==> config.mk <==
export PLATFORM = sky130hd
export DESIGN_NAME = bool_equiv_sweeper
export DESIGN_NICKNAME = d
export VERILOG_FILES = /design/src/rtl/bool_equiv_pkg.sv /design/src/rtl/bool_equiv_sweeper_settle_timer.sv /design/src/rtl/bool_equiv_sweeper.sv
export SDC_FILE = /design/constraint.sdc
export NUM_CORES = 1
export LEC_CHECK = 0
export CORE_MARGIN = 2
export CORE_UTILIZATION = 51
export DETAILED_ROUTE_END_ITERATION = 7
export PLACE_DENSITY = 0.91
export SLEW_MARGIN = 20
export SYNTH_ARGS = -nofsm -noshare
export SYNTH_HDL_FRONTEND = slang
export SYNTH_SLANG_ARGS = --single-unit
==> constraint.sdc <==
create_clock -name i_clk -period 6.3 [get_ports i_clk]
set_clock_uncertainty 0.15 [all_clocks]
set_input_delay 0.945 -clock i_clk [delete_from_list [all_inputs] [get_ports i_clk]]
set_output_delay 0.945 -clock i_clk [all_outputs]
set_load 0.02 [all_outputs]
==> src/rtl/bool_equiv_pkg.sv <==
// Shared types and limits for the boolean equivalence sweeper.
package bool_equiv_pkg;

  typedef enum logic [1:0] {IDLE, APPLY, SAMPLE, DONE} state_e;

  localparam int N_MAX      = 8;
  localparam int SETTLE_MAX = 15;

  // Width of a counter that must reach settle-1; never narrower than 1 bit.
  function automatic int settle_cnt_w(input int settle);
    return (settle < 2) ? 1 : $clog2(settle);
  endfunction

endpackage

==> src/rtl/bool_equiv_sweeper_settle_timer.sv <==
// Settle timer: counts cycles while enabled, flags the last settle cycle.
module settle_timer
  import bool_equiv_pkg::*;
#(
  parameter int SETTLE = 1
) (
  input  logic i_clk,
  input  logic i_rst_n,
  input  logic i_clear,
  output logic o_expired
);

  localparam int           W    = settle_cnt_w(SETTLE);
  localparam logic [W-1:0] LAST = W'(SETTLE - 1);

  logic [W-1:0] r_cnt;

  assign o_expired = (r_cnt == LAST);

  // Count up from zero, hold at the last value until cleared.
  always_ff @(posedge i_clk or negedge i_rst_n) begin
    if (!i_rst_n)       r_cnt <= '0;
    else if (i_clear)   r_cnt <= '0;
    else if (!o_expired) r_cnt <= r_cnt + W'(1);
  end

endmodule

==> src/rtl/bool_equiv_sweeper.sv <==
// Exhaustive two-output equivalence sweeper: walks every minterm in
// ascending order, compares both circuit outputs after a settle delay,
// and reports equality, mismatch count and lowest differing minterm.
module bool_equiv_sweeper
  import bool_equiv_pkg::*;
#(
  parameter int N          = 3,
  parameter int SETTLE     = 1,
  parameter bit STOP_FIRST = 1'b0
) (
  input  logic         i_clk,
  input  logic         i_rst_n,
  input  logic         i_start,
  input  logic         i_lhs_in,
  input  logic         i_rhs_in,
  output logic [N-1:0] o_stim,
  output logic         o_busy,
  output logic         o_done,
  output logic         o_equal,
  output logic [N:0]   o_mismatch_count,
  output logic [N-1:0] o_first_mismatch,
  output logic         o_first_valid
);

  localparam logic [N-1:0] STIM_LAST = '1;

  state_e       r_state, w_state_nxt;
  logic [N-1:0] r_stim;
  logic [N:0]   r_cnt;
  logic [N:0]   w_cnt_nxt;
  logic [N-1:0] r_first;
  logic         r_first_valid;
  logic         r_equal;
  logic         w_expired;
  logic         w_clear;
  logic         w_mis;
  logic         w_last;
  logic         w_end;

  // Timer only runs while a minterm is being applied.
  assign w_clear = (r_state != APPLY);

  settle_timer #(.SETTLE(SETTLE)) u_timer (
    .i_clk     (i_clk),
    .i_rst_n   (i_rst_n),
    .i_clear   (w_clear),
    .o_expired (w_expired)
  );

  // Outputs are taken combinationally in the SAMPLE cycle only.
  assign w_mis     = (r_state == SAMPLE) && (i_lhs_in != i_rhs_in);
  assign w_last    = (r_stim == STIM_LAST);
  assign w_end     = w_last || (STOP_FIRST && w_mis);
  assign w_cnt_nxt = r_cnt + (N+1)'(w_mis);

  // State register.
  always_ff @(posedge i_clk or negedge i_rst_n) begin
    if (!i_rst_n) r_state <= IDLE;
    else          r_state <= w_state_nxt;
  end

  // Next-state logic.
  always_comb begin
    w_state_nxt = r_state;
    case (r_state)
      IDLE:    if (i_start)   w_state_nxt = APPLY;
      APPLY:   if (w_expired) w_state_nxt = SAMPLE;
      SAMPLE:  w_state_nxt = w_end ? DONE : APPLY;
      DONE:    w_state_nxt = IDLE;
      default: w_state_nxt = IDLE;
    endcase
  end

  // Stimulus and result registers. equal is loaded on the edge into DONE
  // from the final count so it is already valid while done is high.
  always_ff @(posedge i_clk or negedge i_rst_n) begin
    if (!i_rst_n) begin
      r_stim        <= '0;
      r_cnt         <= '0;
      r_first       <= '0;
      r_first_valid <= 1'b0;
      r_equal       <= 1'b0;
    end else begin
      case (r_state)
        IDLE: begin
          if (i_start) begin
            r_stim        <= '0;
            r_cnt         <= '0;
            r_first       <= '0;
            r_first_valid <= 1'b0;
            r_equal       <= 1'b0;
          end
        end
        SAMPLE: begin
          r_cnt <= w_cnt_nxt;
          if (w_mis && !r_first_valid) begin
            r_first       <= r_stim;
            r_first_valid <= 1'b1;
          end
          if (w_end) r_equal <= (w_cnt_nxt == '0);
          else       r_stim  <= r_stim + N'(1);
        end
        default: ;
      endcase
    end
  end

  assign o_stim           = r_stim;
  assign o_busy           = (r_state == APPLY) || (r_state == SAMPLE);
  assign o_done           = (r_state == DONE);
  assign o_equal          = r_equal;
  assign o_mismatch_count = r_cnt;
  assign o_first_mismatch = r_first;
  assign o_first_valid    = r_first_valid;

endmodule

==> results of run 1 <==
## critical path, cell delays in order
cell	delay (ns)
clkdlybuf4s50_1	0.41
xnor2_1	0.33
nor2_1	0.09
ha_1	0.21
ha_1	0.29
nor4_1	0.29
nand4_1	0.13
o21ai_0	0.20
## layer usage
layer	wire, um	global-route usage [%]	up-vias
li1	-	-	349
met1	764	27.37	355
met2	877	33.82	28
met3	121	5.714	4
met4	21	6.667	0
met5	0	0	-
## power groups by stage
stage          sequential [uW]  clock (uW)  combinational (uW)
2_1_floorplan              172           0                 148
3_3_place_gp               149           0                 252
3_5_place_dp               152           0                 262
4_1_cts                    151        66.0                 262
5_1_grt                    157        71.0                 286
6_report                   150        64.4                 261
## kinds of logic (layout without fill, tap and decap cells)
family          after synthesis  after routing  share of synthesized area (%)
compound gates               25             25                          20.91
flops                        14             14                          42.42
xor+xnor                      2              2                          2.122
mux                           2              2                          2.424
fa+ha+maj                     8              8                          12.12
simple gates                 27             27                          16.67
buf+inv                       7             25                          3.333
## cells in the final DEF (no fill, tap or decap), types with 3 or more instances in the layout
master	synthesis	final
nor2b_1	4	4
nand3_1	3	3
inv_1	3	3
clkbuf_4	0	3
a32o_1	3	3
dfrtp_1	14	14
nand2_1	6	6
nor3_1	3	3
clkdlybuf4s50_1	0	18
a21oi_1	4	4
ha_1	8	8
o21ai_0	7	7
nor2_1	6	6
## stage by stage
step                util [%]  hold WS [ns]  area [um^2]
CTS                    69.44        0.3801         1046
floorplan                  -        0.3495        825.8
finish                 69.44        0.3700         1046
global placement       67.03        0.3537         1010
global route           69.44        0.4263         1046
detailed placement     67.03        0.3590         1010
## path summary, 6_finish.rpt
path,from,end,slack (ns),cells past startpoint
setup / recovery,i_rhs_in,o_equal,3.45,8
hold / removal,o_equal,o_equal,0.37,2
setup reg to reg,r_state[0],o_equal,3.54,9
hold reg to reg,o_equal,o_equal,0.37,2
max in group asynchronous,i_rst_n,o_mismatch_count[0],4.72,1
min in group asynchronous,i_rst_n,o_first_mismatch[2],0.88,1
## cells in the mapped netlist, types with 2 or more instances
| cell type | n | area [um^2] |
|---|---|---|
| dfrtp_1 | 14 | 350.3 |
| ha_1 | 8 | 100.1 |
| o21ai_0 | 7 | 35.03 |
| nand2_1 | 6 | 22.52 |
| nor2_1 | 6 | 22.52 |
| a21oi_1 | 4 | 20.02 |
| nor2b_1 | 4 | 25.02 |
| a32o_1 | 3 | 30.03 |
| clkbuf_1 | 3 | 11.26 |
| inv_1 | 3 | 11.26 |
| nand3_1 | 3 | 15.01 |
| nor3_1 | 3 | 15.01 |
| a22o_1 | 2 | 17.52 |
| a22o_2 | 2 | 20.02 |
| a22oi_1 | 2 | 15.01 |
| a31oi_1 | 2 | 12.51 |
| mux2i_1 | 2 | 20.02 |
| o221ai_1 | 2 | 17.52 |
| xnor2_1 | 2 | 17.52 |
## registers in the layout, summed over array words and instances (netlist names)
signal / count
o_first_mismatch: 3
o_stim: 3
o_first_valid: 1
o_equal: 1
r_state: 2
o_mismatch_count: 4
## layout make-up
cell class	instances	area (um^2)	area share [%]
Multi-Input combinational cell	64	447.9	42.82
Sequential cell	14	350.3	33.49
Timing Repair Buffer	18	180.2	17.22
Clock buffer	4	36.28	3.469
Tap cell	16	20.02	1.914
Inverter	3	11.26	1.077
==> reports/results.txt, run 1 <==
Setup crit end kind: flop
Slew HR: 59.96%
Worst IR Drop VDD: 0.0003292 V
Placed Instances: 115
Final Worst Setup Slack: 3.450 ns
Worst-path clk slew: 0.08 ns
H-Tree Level Count: 1
Vias in the first global route: 676
Cell area after synthesis: 825.8 um^2
Die ar.: 1957 um^2
ANT nets after route: 0
Place WS: 3.216 ns
CTS tree: yes
Layout net count: 117
Startpoint types: primary input
P_sw: 206.7 uW
Layout cells sized above 1: 6.796%
Final hold violations: 0
Final cycle utilization of the critical path: 45.24%
Register share of total power: 31.6%
Num ports: 19
CP Max Fanout: 4
Cell variety after synth: 26
Combinational share of power: 54.9%
Worst Path Required: 6.35 ns
Kind of critical path: primary input to flop
Flops & latches, synth: 14
Clk_lat worst skew: 0.28 ns
GRT overflow: 0
ANT cells: 0
Minimum clock period: 2.850 ns
Initial Utilization: 54.82%
Final Power: 476.3 uW
DP HPWL: 1.333 mm
CTS root buf: clkbuf_4
Actual slew at the worst max-slew pin: 0.5987 ns
Clock share of power: 13.5%
First-pass GRT wire length: 3.008 mm
Top FF cell, synth: dfrtp_1
Chip height: 44.24 um
Placeable core region: 1506 um^2
GPL Wtd Cong: 0.8869
Synth warn: 0
Gr usage total: 20.94%
Num CTS Buffers: 3
Sw Ratio: 43.40%
Register area share after synthesis: 42.42%
Hold Buf Count CTS: 0
# port buffers: 18
Clock buffer depth: 2
Max Fclk: 0.3509 GHz
Max cap viols: 0
Mapped Nets: 98
Internal power: 269.6 uW
Initial drt markers: 24
Pleak: 0.0004636 uW
Die width: 44.24 um
CTS resizes: 0
Post-Syn Area per Cell: 9.715 um^2
Synthesized instance count: 85
Largest net degree at the start of global routing: 17
Setup bufs post-CTS: 0
RSZ-0062 raised after global routing: false
Initial antenna violation count: 0
Total power per unit cell area: 455.3 nW/um^2
Crit path DAT: 2.90 ns
Fill count: 122
Number of flops mapped to enable cells by yosys: 0
Async set-or-reset flop fraction in the synthesized netlist: 100.0%
Row count: 14
CTS Sinks: 14
Post-Route Setup TNS: 0 ns
Max-slew violations: 0
Vias after detailed routing: 736
Drt pass-1 iters: 4
Vias per inst: 6.185
HP Class: flop to flop
Status: complete, no violations
Synthesis-to-layout area growth: 26.67%
Routed WL: 1.783 mm
WL/cell: 14.98 um
DRC viols: 0
Final setup vio count: 0
Final cell count without fillers: 119
Note: power is estimated with default switching activity, not from simulation.
==> run 2, diff against run 1 <==
Settings changed: CORE_UTILIZATION 51 to 43, PLACE_DENSITY 0.91 to 0.83.
Clock period 6.3 ns to 2.62 ns, I/O delays scaled along.
==> reports/results.txt, run 2 (synthesized netlist as in run 1, its figures left out) <==
Reg-to-Reg Start: r_state[0]
Most frequent cells in the layout: clkdlybuf4s50_1 (18), dfrtp_1 (14), ha_1 (8), o21ai_0 (7)
Layout cells sized above 1: 9.434%
Die ar.: 2287 um^2
Gr usage total: 20.14%
Register share of total power: 30.8%
WL/cell: 13.95 um
Most common cell after layout, fill and taps aside: clkdlybuf4s50_1
Final hold violations: 0
Worst hold slack: 0.3428 ns
Status: complete, no violations
GPL Wtd Cong: 0.8526
Setup crit end kind: flop
Final cell count without fillers: 131
Stages on worst setup path: 8
ANT cells: 0
Hold Buf Count CTS: 0
# port buffers: 18
Num CTS Buffers: 3
Worst Reg2Reg Path Length in Cells: 9
CTS tree: yes
Vias per inst: 5.595
Clock share of power: 13.6%
Placed Area: 1044 um^2
Slew HR: 57.62%
Placeable core region: 1764 um^2
Max Fclk: 0.4499 GHz
Cell mode on critical path: ha_1
Worst path max stage delay: 0.41 ns
Post-Route Setup TNS: 0 ns
Fin util: 61.21%
First-pass GRT wire length: 3.167 mm
DRC viols: 0
Max-slew violations: 0
Reg2reg setup slack: 0.55 ns
RSZ-0062 raised after global routing: false
Chip height: 47.82 um
Placed Instances: 127
DP HPWL: 1.292 mm
Max FFs per register: 4
Worst IR Drop VDD: 0.0007188 V
Minimum clock period: 2.223 ns
Worst setup startpoint: i_rhs_in
Initial drt markers: 16
Crit-path cells: clkdlybuf4s50_1 > xnor2_1 > nor2_1 > ha_1 > ha_1 > nor4_1 > nand4_1 > o21ai_0
CP Max Fanout: 4
Final instance area: 1080 um^2
Initial Utilization: 46.81%
Worst Path Required: 2.68 ns
H-Tree Level Count: 1
ANT nets after route: 0
CTS root buf: clkbuf_4
Worst R2R End: o_equal
Synthesis-to-layout area growth: 30.76%
Pleak: 0.0004784 uW
Vias in the first global route: 756
Crit path DAT: 2.28 ns
Final setup vio count: 0
Setup bufs post-CTS: 0
Worst Setup EP: o_equal
Max cap viols: 0
Worst-path clk slew: 0.09 ns
Num ports: 19
Startpoint types: primary input
Row count: 15
Layout net count: 120
Clk_lat worst skew: 0.28 ns
Crit-path slowest cell: clkdlybuf4s50_1
P_sw: 504.1 uW
HP Class: primary input to async pin
Routed WL: 1.828 mm
GRT overflow: 0
Drt pass-1 iters: 4
Actual slew at the worst max-slew pin: 0.6337 ns
Final cycle utilization of the critical path: 84.83%
Vias after detailed routing: 733
Clock buffer depth: 2
Internal power: 668.6 uW
Combinational share of power: 55.6%
CP top delay family: adder cells
CTS Sinks: 14
Initial antenna violation count: 0
Die width: 47.82 um
CP bufs+invs: 1
Sw Ratio: 42.99%
Total power per unit cell area: 1086 nW/um^2
Largest net degree at the start of global routing: 16
Kind of critical path: primary input to flop
CTS resizes: 0
-- run 2: area by class of cell --
| cell class | instances | area, um^2 |
|---|---|---|
| inverters | 3 | 11.26 |
| multi-input cells | 64 | 447.9 |
| clock buffers | 4 | 36.28 |
| fillers | 173 | 684.4 |
| well taps | 25 | 31.28 |
| repair buffers | 21 | 202.7 |
| flip-flops and latches | 14 | 350.3 |
-- run 2: worst min path at each step --
stage,endpoint,slack [ns],depth (start not counted)
6_report,o_stim[2],0.34,1
5_1_grt,o_first_mismatch[2],0.38,1
4_1_cts,o_first_mismatch[2],0.36,1
3_5_place_dp,o_equal,0.35,2
3_3_place_gp,o_equal,0.35,2
2_1_floorplan,o_equal,-0.05,0
-- run 2: through the flow --
stage          power, uW  setup slack [ns]
4_1_cts             1183            0.3877
3_5_place_dp        1019           0.09744
6_report            1173            0.3973
2_1_floorplan      768.8            0.4093
5_1_grt             1276            0.2388
3_3_place_gp       992.0            0.1613
-- run 2: per-layer routing --
layer / track usage (%) / vias to the layer above / part of all wire (%)
li1: - / 355 / -
met1: 26.06 / 358 / 46
met2: 32.00 / 18 / 48
met3: 6.038 / 2 / 4.5
met4: 7.027 / 0 / 0.55
met5: 0 / - / 0
-- run 2: power by group through the flow --
stage / Clock [uW] / Combinational (uW) / Sequential, uW
2_1_floorplan: 0 / 356 / 413
3_3_place_gp: 0 / 634 / 358
3_5_place_dp: 0 / 654 / 364
4_1_cts: 164 / 658 / 361
5_1_grt: 175 / 726 / 375
6_report: 159 / 652 / 362
